==> config.mk <==
export PLATFORM = sky130hd
export DESIGN_NAME = pc_npc_sequencer
export DESIGN_NICKNAME = d
export VERILOG_FILES = /design/src/rtl/pc_npc_sequencer.sv
export SDC_FILE = /design/constraint.sdc
export NUM_CORES = 1
export LEC_CHECK = 0
export BUFFER_PORTS_ARGS = -buffer_cell sky130_fd_sc_hd__clkbuf_2
export CAP_MARGIN = 40
export CELL_PAD_IN_SITES_DETAIL_PLACEMENT = 0
export CELL_PAD_IN_SITES_GLOBAL_PLACEMENT = 2
export CORE_ASPECT_RATIO = 0.7
export CORE_MARGIN = 5
export CORE_UTILIZATION = 26
export CTS_CLUSTER_SIZE = 14
export DETAILED_ROUTE_END_ITERATION = 10
export HOLD_SLACK_MARGIN = 0.1
export PLACE_DENSITY = 0.87
export SKIP_LAST_GASP = 1
export SLEW_MARGIN = 10
export SYNTH_ARGS = -nofsm -noshare
export SYNTH_HDL_FRONTEND = slang
export SYNTH_SLANG_ARGS = --single-unit
==> constraint.sdc <==
create_clock -name Clk -period 2.2 [get_ports Clk]
set_clock_uncertainty 0.1 [all_clocks]
set_input_delay 0.11 -clock Clk [delete_from_list [all_inputs] [get_ports Clk]]
set_output_delay 0.11 -clock Clk [all_outputs]
set_load 0.1 [all_outputs]
==> src/rtl/pc_npc_sequencer.sv <==
// PC/nPC sequencer with SPARC delayed-branch semantics, paired with branch_Aux.
// Optional feature macro: PC_ALIGN_CHECK_EN (misaligned JMPL/branch targets trap
// to TRAP_VECTOR and pulse out_misalign instead of being loaded).
module pc_npc_sequencer #(
  parameter logic [31:0] RESET_PC    = 32'h0000_0000,
  parameter logic [31:0] TRAP_VECTOR = 32'h0000_0080
) (
  input  logic        Clk,
  input  logic        Reset_n,
  input  logic        in_step,
  input  logic        in_branch,
  input  logic        in_call,
  input  logic        in_jmpl,
  input  logic        in_taken,
  input  logic        in_uncond,
  input  logic        in_a,
  input  logic [31:0] in_jmpl_target,
  input  logic [31:0] in_target,
  input  logic        in_trap,
  output logic [31:0] out_pc,
  output logic [31:0] out_npc,
  output logic        out_baux,
  output logic        out_disp_sel,
  output logic        out_busy,
  output logic        out_annul,
  output logic        out_misalign
);

  localparam int unsigned XLEN = 32;
  localparam logic [XLEN-1:0] PC_INC    = XLEN'(4);
  localparam logic [XLEN-1:0] RESET_NPC = RESET_PC + PC_INC;
  localparam logic [XLEN-1:0] TRAP_NPC  = TRAP_VECTOR + PC_INC;

  typedef enum logic [1:0] {
    S_RUN     = 2'd0,
    S_STROBE  = 2'd1,
    S_CAPTURE = 2'd2
  } state_e;

  state_e          state_q, state_d;
  logic [XLEN-1:0] pc_q, pc_d;
  logic [XLEN-1:0] npc_q, npc_d;
  logic            baux_q, baux_d;
  logic            disp_sel_q, disp_sel_d;
  logic            busy_q, busy_d;
  logic            annul_q, annul_d;
  logic            annul_pend_q, annul_pend_d;
  logic            misalign_q, misalign_d;

  logic [XLEN-1:0] npc_inc_c;
  logic            jmpl_bad_c;
  logic            tgt_bad_c;

  assign npc_inc_c = npc_q + PC_INC;

  // Target alignment qualification
`ifdef PC_ALIGN_CHECK_EN
  assign jmpl_bad_c = |in_jmpl_target[1:0];
  assign tgt_bad_c  = |in_target[1:0];
`else
  assign jmpl_bad_c = 1'b0;
  assign tgt_bad_c  = 1'b0;
`endif

  // Next-state and next-output logic; trap wins over busy sequencing, which wins over step
  always_comb begin
    state_d      = state_q;
    pc_d         = pc_q;
    npc_d        = npc_q;
    baux_d       = 1'b0;
    disp_sel_d   = disp_sel_q;
    busy_d       = busy_q;
    annul_d      = annul_q;
    annul_pend_d = annul_pend_q;
    misalign_d   = 1'b0;

    if (in_trap) begin
      // Vector to trap handler; any in-flight target fetch is dropped
      state_d      = S_RUN;
      pc_d         = TRAP_VECTOR;
      npc_d        = TRAP_NPC;
      disp_sel_d   = 1'b0;
      busy_d       = 1'b0;
      annul_d      = 1'b0;
      annul_pend_d = 1'b0;
    end else begin
      case (state_q)
        S_STROBE: begin
          // PC held so branch_Aux computes from the branch's own PC
          state_d = S_CAPTURE;
        end
        S_CAPTURE: begin
          state_d      = S_RUN;
          busy_d       = 1'b0;
          disp_sel_d   = 1'b0;
          annul_pend_d = 1'b0;
          if (tgt_bad_c) begin
            pc_d       = TRAP_VECTOR;
            npc_d      = TRAP_NPC;
            annul_d    = 1'b0;
            misalign_d = 1'b1;
          end else begin
            // Move onto the delay slot; taken BA,a annuls it here
            pc_d    = npc_q;
            npc_d   = in_target;
            annul_d = annul_pend_q;
          end
        end
        default: begin
          if (in_step) begin
            if (annul_q) begin
              // Annulled delay slot: just advance, never branch
              pc_d    = npc_q;
              npc_d   = npc_inc_c;
              annul_d = 1'b0;
            end else if (in_call || (in_branch && in_taken)) begin
              state_d      = S_STROBE;
              baux_d       = 1'b1;
              busy_d       = 1'b1;
              disp_sel_d   = in_call;
              annul_pend_d = !in_call && in_branch && in_a && in_uncond;
              annul_d      = 1'b0;
            end else if (in_jmpl) begin
              annul_d = 1'b0;
              if (jmpl_bad_c) begin
                pc_d       = TRAP_VECTOR;
                npc_d      = TRAP_NPC;
                misalign_d = 1'b1;
              end else begin
                pc_d  = npc_q;
                npc_d = in_jmpl_target;
              end
            end else begin
              // Plain instruction or untaken Bicc (annul delay slot if a=1)
              pc_d    = npc_q;
              npc_d   = npc_inc_c;
              annul_d = in_branch && in_a;
            end
          end
        end
      endcase
    end
  end

  // State and output registers
  always_ff @(posedge Clk or negedge Reset_n) begin
    if (!Reset_n) begin
      state_q      <= S_RUN;
      pc_q         <= RESET_PC;
      npc_q        <= RESET_NPC;
      baux_q       <= 1'b0;
      disp_sel_q   <= 1'b0;
      busy_q       <= 1'b0;
      annul_q      <= 1'b0;
      annul_pend_q <= 1'b0;
      misalign_q   <= 1'b0;
    end else begin
      state_q      <= state_d;
      pc_q         <= pc_d;
      npc_q        <= npc_d;
      baux_q       <= baux_d;
      disp_sel_q   <= disp_sel_d;
      busy_q       <= busy_d;
      annul_q      <= annul_d;
      annul_pend_q <= annul_pend_d;
      misalign_q   <= misalign_d;
    end
  end

  assign out_pc       = pc_q;
  assign out_npc      = npc_q;
  assign out_baux     = baux_q;
  assign out_disp_sel = disp_sel_q;
  assign out_busy     = busy_q;
  assign out_annul    = annul_q;
  assign out_misalign = misalign_q;

endmodule

=== Yosys cells after proc, flatten, opt, wreduce, memory -nomap -nowiden ===
Index checks and enable logic that the tools add are counted.

* Reduce and logical (&&, ||, !) cells: 16
* Eq/ne operators: 6
* Add/subtract/negate cells: 1
* Muxes and demuxes: 42

{| class="wikitable"
|+ Operators by type and width
! kind !! count
|-
| $mux 32 || 9
|-
| $pmux 32 s2 || 2
|-
| $add 32x3->32 const B || 1
|-
| $mux 1 || 22
|-
| $mux 2 || 4
|-
| $pmux 1 s2 || 4
|-
| $reduce_bool 4->1 || 2
|-
| $reduce_and 3->1 || 2
|-
| $reduce_bool 3->1 || 2
|-
| $logic_and 1x1->1 || 5
|-
| $ne 4x2->1 const B || 1
|-
| $ne 4x3->1 const B || 1
|-
| $pmux 2 s2 || 1
|-
| $reduce_and 4->1 || 1
|-
| $ne 3x2->1 const B || 1
|-
| $eq 2x1->1 const B || 1
|-
| $eq 2x2->1 const B || 1
|-
| $ne 2x2->1 const B || 1
|-
| $reduce_and 2->1 || 1
|-
| $reduce_or 2->1 || 1
|-
| $logic_not 1->1 || 1
|-
| $logic_or 1x1->1 || 1
|}

* Register bits after elaboration: 71
* Input port bits: 74

=== Logic depth before layout (Yosys ltp) ===
Gate-level depths: netlist of the first run.

* Word-level depth: 9
* Depth in mapped cells: 9
* Mapped depth without buffers: 7

=== Worst setup path before layout of the first run ===
Ideal clock, no wire load.

* Path type: reg2reg
* From: reg npc_q[3] (netlist: out_npc[3])
* To: reg npc_q[26] (netlist: out_npc[26])
* Arrival: 2.627 ns
* Setup time: 0.124 ns
* Path slack: -0.651 ns
* Cell stages (with the launch flop): 8
* Cell sequence: dfrtp_1 -> ha_1 -> nand3_1 -> nor4_2 -> buf_4 -> nand4_1 -> a31o_1 -> a211o_1

* Longest elaborated chain between the ends: 7

{| class="wikitable"
|+ Ends and longest elaborated chain
! element !! line !! source
|-
| from (decl) || 42 || <nowiki>logic [XLEN-1:0] npc_q, npc_d;</nowiki>
|-
| from (signal assigned) || 160 || <nowiki>npc_q <= npc_d;</nowiki>
|-
| $add 32x3->32 * || 54 || <nowiki>assign npc_inc_c = npc_q + PC_INC;</nowiki>
|-
| $mux 32 || 123 || <nowiki>end else if (in_jmpl) begin</nowiki>
|-
| $mux 32 || 116 || <nowiki>end else if (in_call || (in_branch && in_taken)) begin</nowiki>
|-
| $mux 32 * || 111 || <nowiki>if (annul_q) begin</nowiki>
|-
| $mux 32 * || 110 || <nowiki>if (in_step) begin</nowiki>
|-
| $pmux 32 s2 * || 87 || <nowiki>case (state_q)</nowiki>
|-
| $mux 32 * || 77 || <nowiki>if (in_trap) begin</nowiki>
|}

Mark *: on every way between the ends. The rest lies on a longest branch, timed or not. The select of a mux whose other input is x is not followed.
A chain may end at the register's enable or synchronous reset.

=== Worst setup path in the final report of the first run ===
* From: reg npc_q[2] (netlist: out_npc[2])
* To: reg npc_q[27] (netlist: out_npc[27])

The elaborated chain is that of the path after synthesis.

==> metrics.yaml, run 1 <==
startpoint_type: "flip-flop"
ys_seq_area_share_pct: 42.6
area_growth_pct: 50.6
yosys.area_share.adder_pct: 0.900
drc: 0
drv_cap: 0
wirelength_um: 16300
worst_pin_slew_ps: 581
clk_pin_slew_ps: 60
ys.flop_type: "dfrtp_1"
die_area_sq_um: 18700
fin_area_sq_um: 6280
finalCritPeriodShare_pct: 96.0
antenna_cells: 0
grt_max_degree: 42
place_area_sq_um: 5390
hold_slack_ps: 112
max-clock-path-buffers: 2
ys_seq_elements: 71
drt_iter0_drc: 431
rows: 38
arrival_ps: 2280
avgSynthCellArea_sq_um: 8.32
nFillCells: 1583
cts_buffers: 9
hold_class: "in2reg"
muxShareOfSynthArea_pct: 0
die_h_um: 116
p_leak_uw: 0.00273
status: "completed"
r2r_start: "out_npc[2]"
ant_nets: 0
finalSetupTns_ps: 0
path_cells: "buf_4 > nand4_4 > nor4_4 > buf_6 > nand3_2 > or4_1 > nand3_1"
rsz0062_at_grt: "true"
netlist_instances: 501
drive_gt1_share_pct: 34.4
yosys.area_share.simple_pct: 24.5
ys_warn_count: 0
port_buffers: 141
clkLatencyLatePin_ps: 340
antenna_found_initial: 0
clkSinkCount: 71
crit_type: "reg2reg"
r2r-end: "out_npc[27]"
min_from: "in_jmpl_target[2]"
htreeDepth: 3
dp_hpwl_um: 12100
relSlewSlack_pct: 61.4
rrSetupSlack_ps: 90
grt_pass1_wl_um: 25400
io_pins: 143
reg2reg_depth: 7
crit_fanout: 10
start_util_pct: 26.7
post-place-ws_ps: -20.8
die_w_um: 161
setup.worst_path.end_class: "flip-flop"
hold_end: "out_npc[2]"
gp_congestion: 0.842
setup_viol: 0
synth_compound_area_share_pct: 24.4
fin_nets: 775
postSynth.asyncResetShare_pct: 100
slew_violations: 0
syn_area_sq_um: 4170
fmax_mhz: 473
wl_per_cell_um: 18.0
routed_via_density: 5.14
cts-root-buf: "clkbuf_16"
total_power_uw: 4720
power.density_nw_per_um2: 752
setup_slack_ps: 87.6
gr-total-overflow: 0
final_common_cell: "clkbuf_2"
syn_nets: 578
period_needed_ps: 2110
synth_xor_area_share_pct: 2.31
finalHoldViolations: 0
required_ps: 2370
synth_edf_count: 0
slowest_delay_ps: 620
synth_top_family_by_area: "simple AND/OR/NAND/NOR gates"
firstDrtPassIters: 5
core_area_sq_um: 15600
worst_path_max_delay_cell: "dfstp_4"
worstHoldPathCells: 5
cts_tree: "built"
yosysUniqueCellTypes: 68
layout_common_cells: "clkbuf_2, nand2_1, dlygate4sd3_1, a21oi_1, dfrtp_1"
grt_pass1_vias: 4489
vias: 4637
grt_util_all_layers_pct: 17.2
peakVddDrop_mv: 0.298
routing by layer:
layer	track usage (%)	routed length [um]	up-vias
met5	0	0	-
met4	3.35	106	0
met3	4.16	1380	10
met2	25.3	6990	203
met1	25.7	7810	2212
li1	-	-	2212
critical path: cells and delay by family (launching register included):
family / cells / cell delay, ps
simple gates: 5 / 960
flops: 1 / 620
buf+inv: 2 / 360
through the flow:
step	utilization [%]	cells
after floorplan	-	501
after global placement	34.4	835
after detailed placement	34.6	836
after CTS	40.1	903
after global routing	40.3	903
final	40.3	903
power breakdown:
part           leakage (uW)  total (uW)  internal [uW]  switching (uW)
logic               0.00163        1460            399            1060
clock network      0.000170        1720           1140             582
registers          0.000928        1540           1410             132
registers in the layout, indices dropped and copies added (netlist names):
name / cells
out_npc: 32
out_pc: 32
state_q: 2
annul_pend_q: 1
out_annul: 1
out_baux: 1
out_busy: 1
out_disp_sel: 1
cell type report:
type                            count  area, sq um  share of cell area [%]
Clock buffer                       11          243                    3.87
Clock inverter                      5          104                    1.65
Inverter                            8         31.3                   0.498
Multi-Input combinational cell    381         2270                    36.1
Sequential cell                    71         1830                    29.1
Tap cell                          200          250                    3.98
Timing Repair Buffer              227         1560                    24.8
cells in the mapped netlist, types with 3 or more instances:
cell type | instances | area share [%]
ha_1 | 3 | 0.90
nor4_1 | 5 | 0.75
inv_1 | 7 | 0.63
nand3_1 | 24 | 2.9
a21oi_1 | 47 | 5.6
xnor2_1 | 3 | 0.63
o32ai_1 | 3 | 0.63
a22oi_1 | 13 | 2.3
xor2_1 | 8 | 1.7
a211oi_1 | 11 | 2.0
dfrtp_1 | 70 | 42
o211ai_1 | 8 | 1.4
buf_1 | 4 | 0.36
buf_4 | 3 | 0.54
or3b_2 | 3 | 0.63
a31oi_1 | 5 | 0.75
nand4_1 | 7 | 1.1
o21ai_0 | 31 | 3.7
nor2b_1 | 3 | 0.45
buf_2 | 8 | 0.96
nor3_1 | 10 | 1.2
nand2_1 | 106 | 9.5
clkbuf_1 | 24 | 2.2
nor2_1 | 32 | 2.9
a211o_1 | 4 | 0.84
a22o_1 | 3 | 0.63
or4_1 | 3 | 0.54
worst max path at each step:
stage	startpoint	slack, ps	end	cells after the start
after floorplan	out_npc[2]	-220	out_npc[26]	7
after global placement	out_npc[2]	60	out_npc[20]	6
after detailed placement	state_q[0]	-20	out_npc[20]	6
after CTS	state_q[0]	10	out_npc[20]	8
after global routing	state_q[1]	-1	out_npc[20]	8
final	out_npc[2]	90	out_npc[27]	7
timing repair:
| action | 4_1_cts | 5_1_grt |
|---|---|---|
| endpoints found under the setup margin | 1 | 11 |
| cloned | 0 | 0 |
| setup buffers | 0 | 0 |
| hold buffers | 51 | 0 |
| resized for setup | 1 | 6 |
| hold endpoints to repair | 100 | 0 |
| pin swaps | 1 | 0 |
kinds of logic after synthesis:
logic type                 after synthesis
AOI/OAI and AO/OA                      153
and+or+nand+nor                        213
adders and majority gates                3
DFF                                     71
xor gates and xnor gates                11
buffers and inverters                   49
other                                    1
Note: power is estimated with default switching activity, not from simulation.
==> inputs of run 2 (changes only) <==
- CORE_ASPECT_RATIO: 0.7 -> not set
- MAX_ROUTING_LAYER: not set -> met4
==> run 2 against run 1 <==
Effect of this change:
- clock-buffer cell count rose by 1
- critical path depth stayed put
- design area down 1.0%
- critical endpoint unchanged
==> metrics.yaml, run 2 (synthesis results as in run 1) <==
status: "completed"  # unchanged
setup_viol: 0  # unchanged
clkSinkCount: 71  # unchanged
cts_tree: "built"  # unchanged
required_ps: 2380  # was 2370 ps
cts-root-buf: "clkbuf_16"  # unchanged
combPwrFrac_pct: 33.9  # was 30.9%
area_growth_pct: 49.1  # was 50.6%
wirelength_um: 16000  # was 16300 um
drv_cap: 0  # unchanged
htreeDepth: 3  # unchanged
multiInputGateArea_sq_um: 2250  # was 2270 sq um
power.density_nw_per_um2: 693  # was 752 nW/um^2
seqCellArea_sq_um: 1830  # unchanged
path_cells: "buf_4 > nand4_4 > nor4_4 > buf_6 > nand3_2 > or4_1 > nand3_1"  # unchanged
slew_violations: 0  # unchanged
setup.worst_path.end_class: "flip-flop"  # unchanged
p_leak_uw: 0.00272  # was 0.00273 uW
hold_slack_ps: 115  # was 112 ps
wl_per_cell_um: 17.2  # was 18.0 um
fin_nets: 783  # was 775
clkLatencyLatePin_ps: 340  # about the same
layout_common_cells: "clkbuf_2, nand2_1, a21oi_1, dfrtp_1"  # was clkbuf_2, nand2_1, dlygate4sd3_1, a21oi_1, dfrtp_1
io_pins: 143  # unchanged
clock_power_share_pct: 30.6  # was 36.5%
finalCritPeriodShare_pct: 95.2  # was 96.0%
ant_nets: 0  # unchanged
peakVddDrop_mv: 0.340  # was 0.298 mV
finalHoldViolations: 0  # unchanged
crit_fanout: 10  # unchanged
hold_class: "in2reg"  # unchanged
drt_iter0_drc: 271  # was 431
max-clock-path-buffers: 2  # unchanged
grt_pass1_vias: 4536  # was 4489
routed_via_density: 4.95  # was 5.14
gr-total-overflow: 0  # unchanged
cts_buffers: 9  # unchanged
seq_power_share_pct: 35.5  # was 32.6%
place_area_sq_um: 5470  # was 5390 sq um
die_w_um: 137  # was 161 um
arrival_ps: 2270  # was 2280 ps
core_area_sq_um: 15800  # was 15600 sq um
drc: 0  # unchanged
worst_path_max_delay_cell: "dfstp_4"  # unchanged
post-place-ws_ps: 21.8  # was -20.8 ps
fmax_mhz: 477  # was 473 MHz
slowest_delay_ps: 630  # was 620 ps
clk_pin_slew_ps: 60  # about the same
dp_hpwl_um: 11900  # was 12100 um
switching_share_pct: 40.6  # was 37.6%
antenna_found_initial: 2  # was 0
start_util_pct: 26.3  # was 26.7%
gp_congestion: 0.818  # was 0.842
nFillCells: 1657  # was 1583
startpoint_type: "flip-flop"  # unchanged
final_common_cell: "clkbuf_2"  # unchanged
grt_pass1_wl_um: 24600  # was 25400 um
drive_gt1_share_pct: 35.9  # was 34.4%
setup_slack_ps: 105  # was 87.6 ps
die_area_sq_um: 18700  # about the same
relSlewSlack_pct: 62.4  # was 61.4%
die_h_um: 137  # was 116 um
fin_area_sq_um: 6220  # was 6280 sq um
cts_setup_buffers: 0  # unchanged
crit_type: "reg2reg"  # unchanged
p_int_uw: 2560  # was 2950 uW
worst_pin_slew_ps: 566  # was 581 ps
vias: 4600  # was 4637
grt_max_degree: 33  # was 42
p_switching_uw: 1750  # was 1780 uW
port_buffers: 141  # unchanged
rows: 46  # was 38
period_needed_ps: 2090  # was 2110 ps
firstDrtPassIters: 5  # unchanged
grt_util_all_layers_pct: 17.4  # was 17.2%
run 2: final timing paths:
kind / from / end / slack, ps / cells after the start
hold reg to reg: out_pc[7] / out_pc[7] / 410 / 2
min in group asynchronous: Reset_n / out_pc[6] / 130 / 2
hold / removal: in_jmpl_target[13] / out_npc[13] / 110 / 4
setup reg to reg: out_npc[2] / out_npc[27] / 110 / 7
setup / recovery: out_npc[2] / out_npc[27] / 110 / 7
max in group asynchronous: Reset_n / out_npc[11] / 1180 / 3
run 2: metrics by stage:
| stage | setup TNS [ps] | util, % | instances | power [uW] |
|---|---|---|---|---|
| finish | 0 | 39.3 | 929 | 4300 |
| detailed placement | 0 | 34.6 | 866 | 2940 |
| global placement | 0 | 34.6 | 866 | 2930 |
| floorplan | -478 | - | 501 | 2520 |
| CTS | 0 | 39.1 | 927 | 4330 |
| global route | -0.0262 | 39.3 | 929 | 4500 |
run 2: power groups by stage:
stage,clock network (uW),registers (uW),logic [uW]
5_1_grt,1410,1540,1550
4_1_cts,1350,1530,1460
3_5_place_dp,0,1550,1390
6_report,1320,1530,1460
2_1_floorplan,0,2100,413
3_3_place_gp,0,1550,1380
run 2: repair_timing:
action	4_1_cts	5_1_grt
resized for setup	1	8
gates cloned	0	0
hold endpoints to repair	96	0
pin swaps	0	1
setup endpoints to repair	1	14
hold buffers	45	0
run 2: layer usage:
metal | vias up | track usage (%) | wire, um
met4 | 0 | 3.86 | 173
met1 | 2228 | 23.1 | 7340
li1 | 2220 | - | -
met2 | 137 | 27.6 | 7560
met5 | - | - | 0
met3 | 15 | 3.60 | 918
run 2: worst max-delay path, delay by kind of cell, from the launching register on:
family | cells | cell delay, ps
flip-flops | 1 | 630
buffers and inverters | 2 | 340
AND/OR/NAND/NOR | 5 | 960
run 2: layout make-up:
type                    count  area share (%)
clock buffers              12            3.80
well taps                 216            4.35
repair buffers            235            25.1
diodes                      2          0.0805
flip-flops and latches     71            29.4
inverters                   8           0.543
clock inverters             4           0.362
multi-input cells         381            36.3
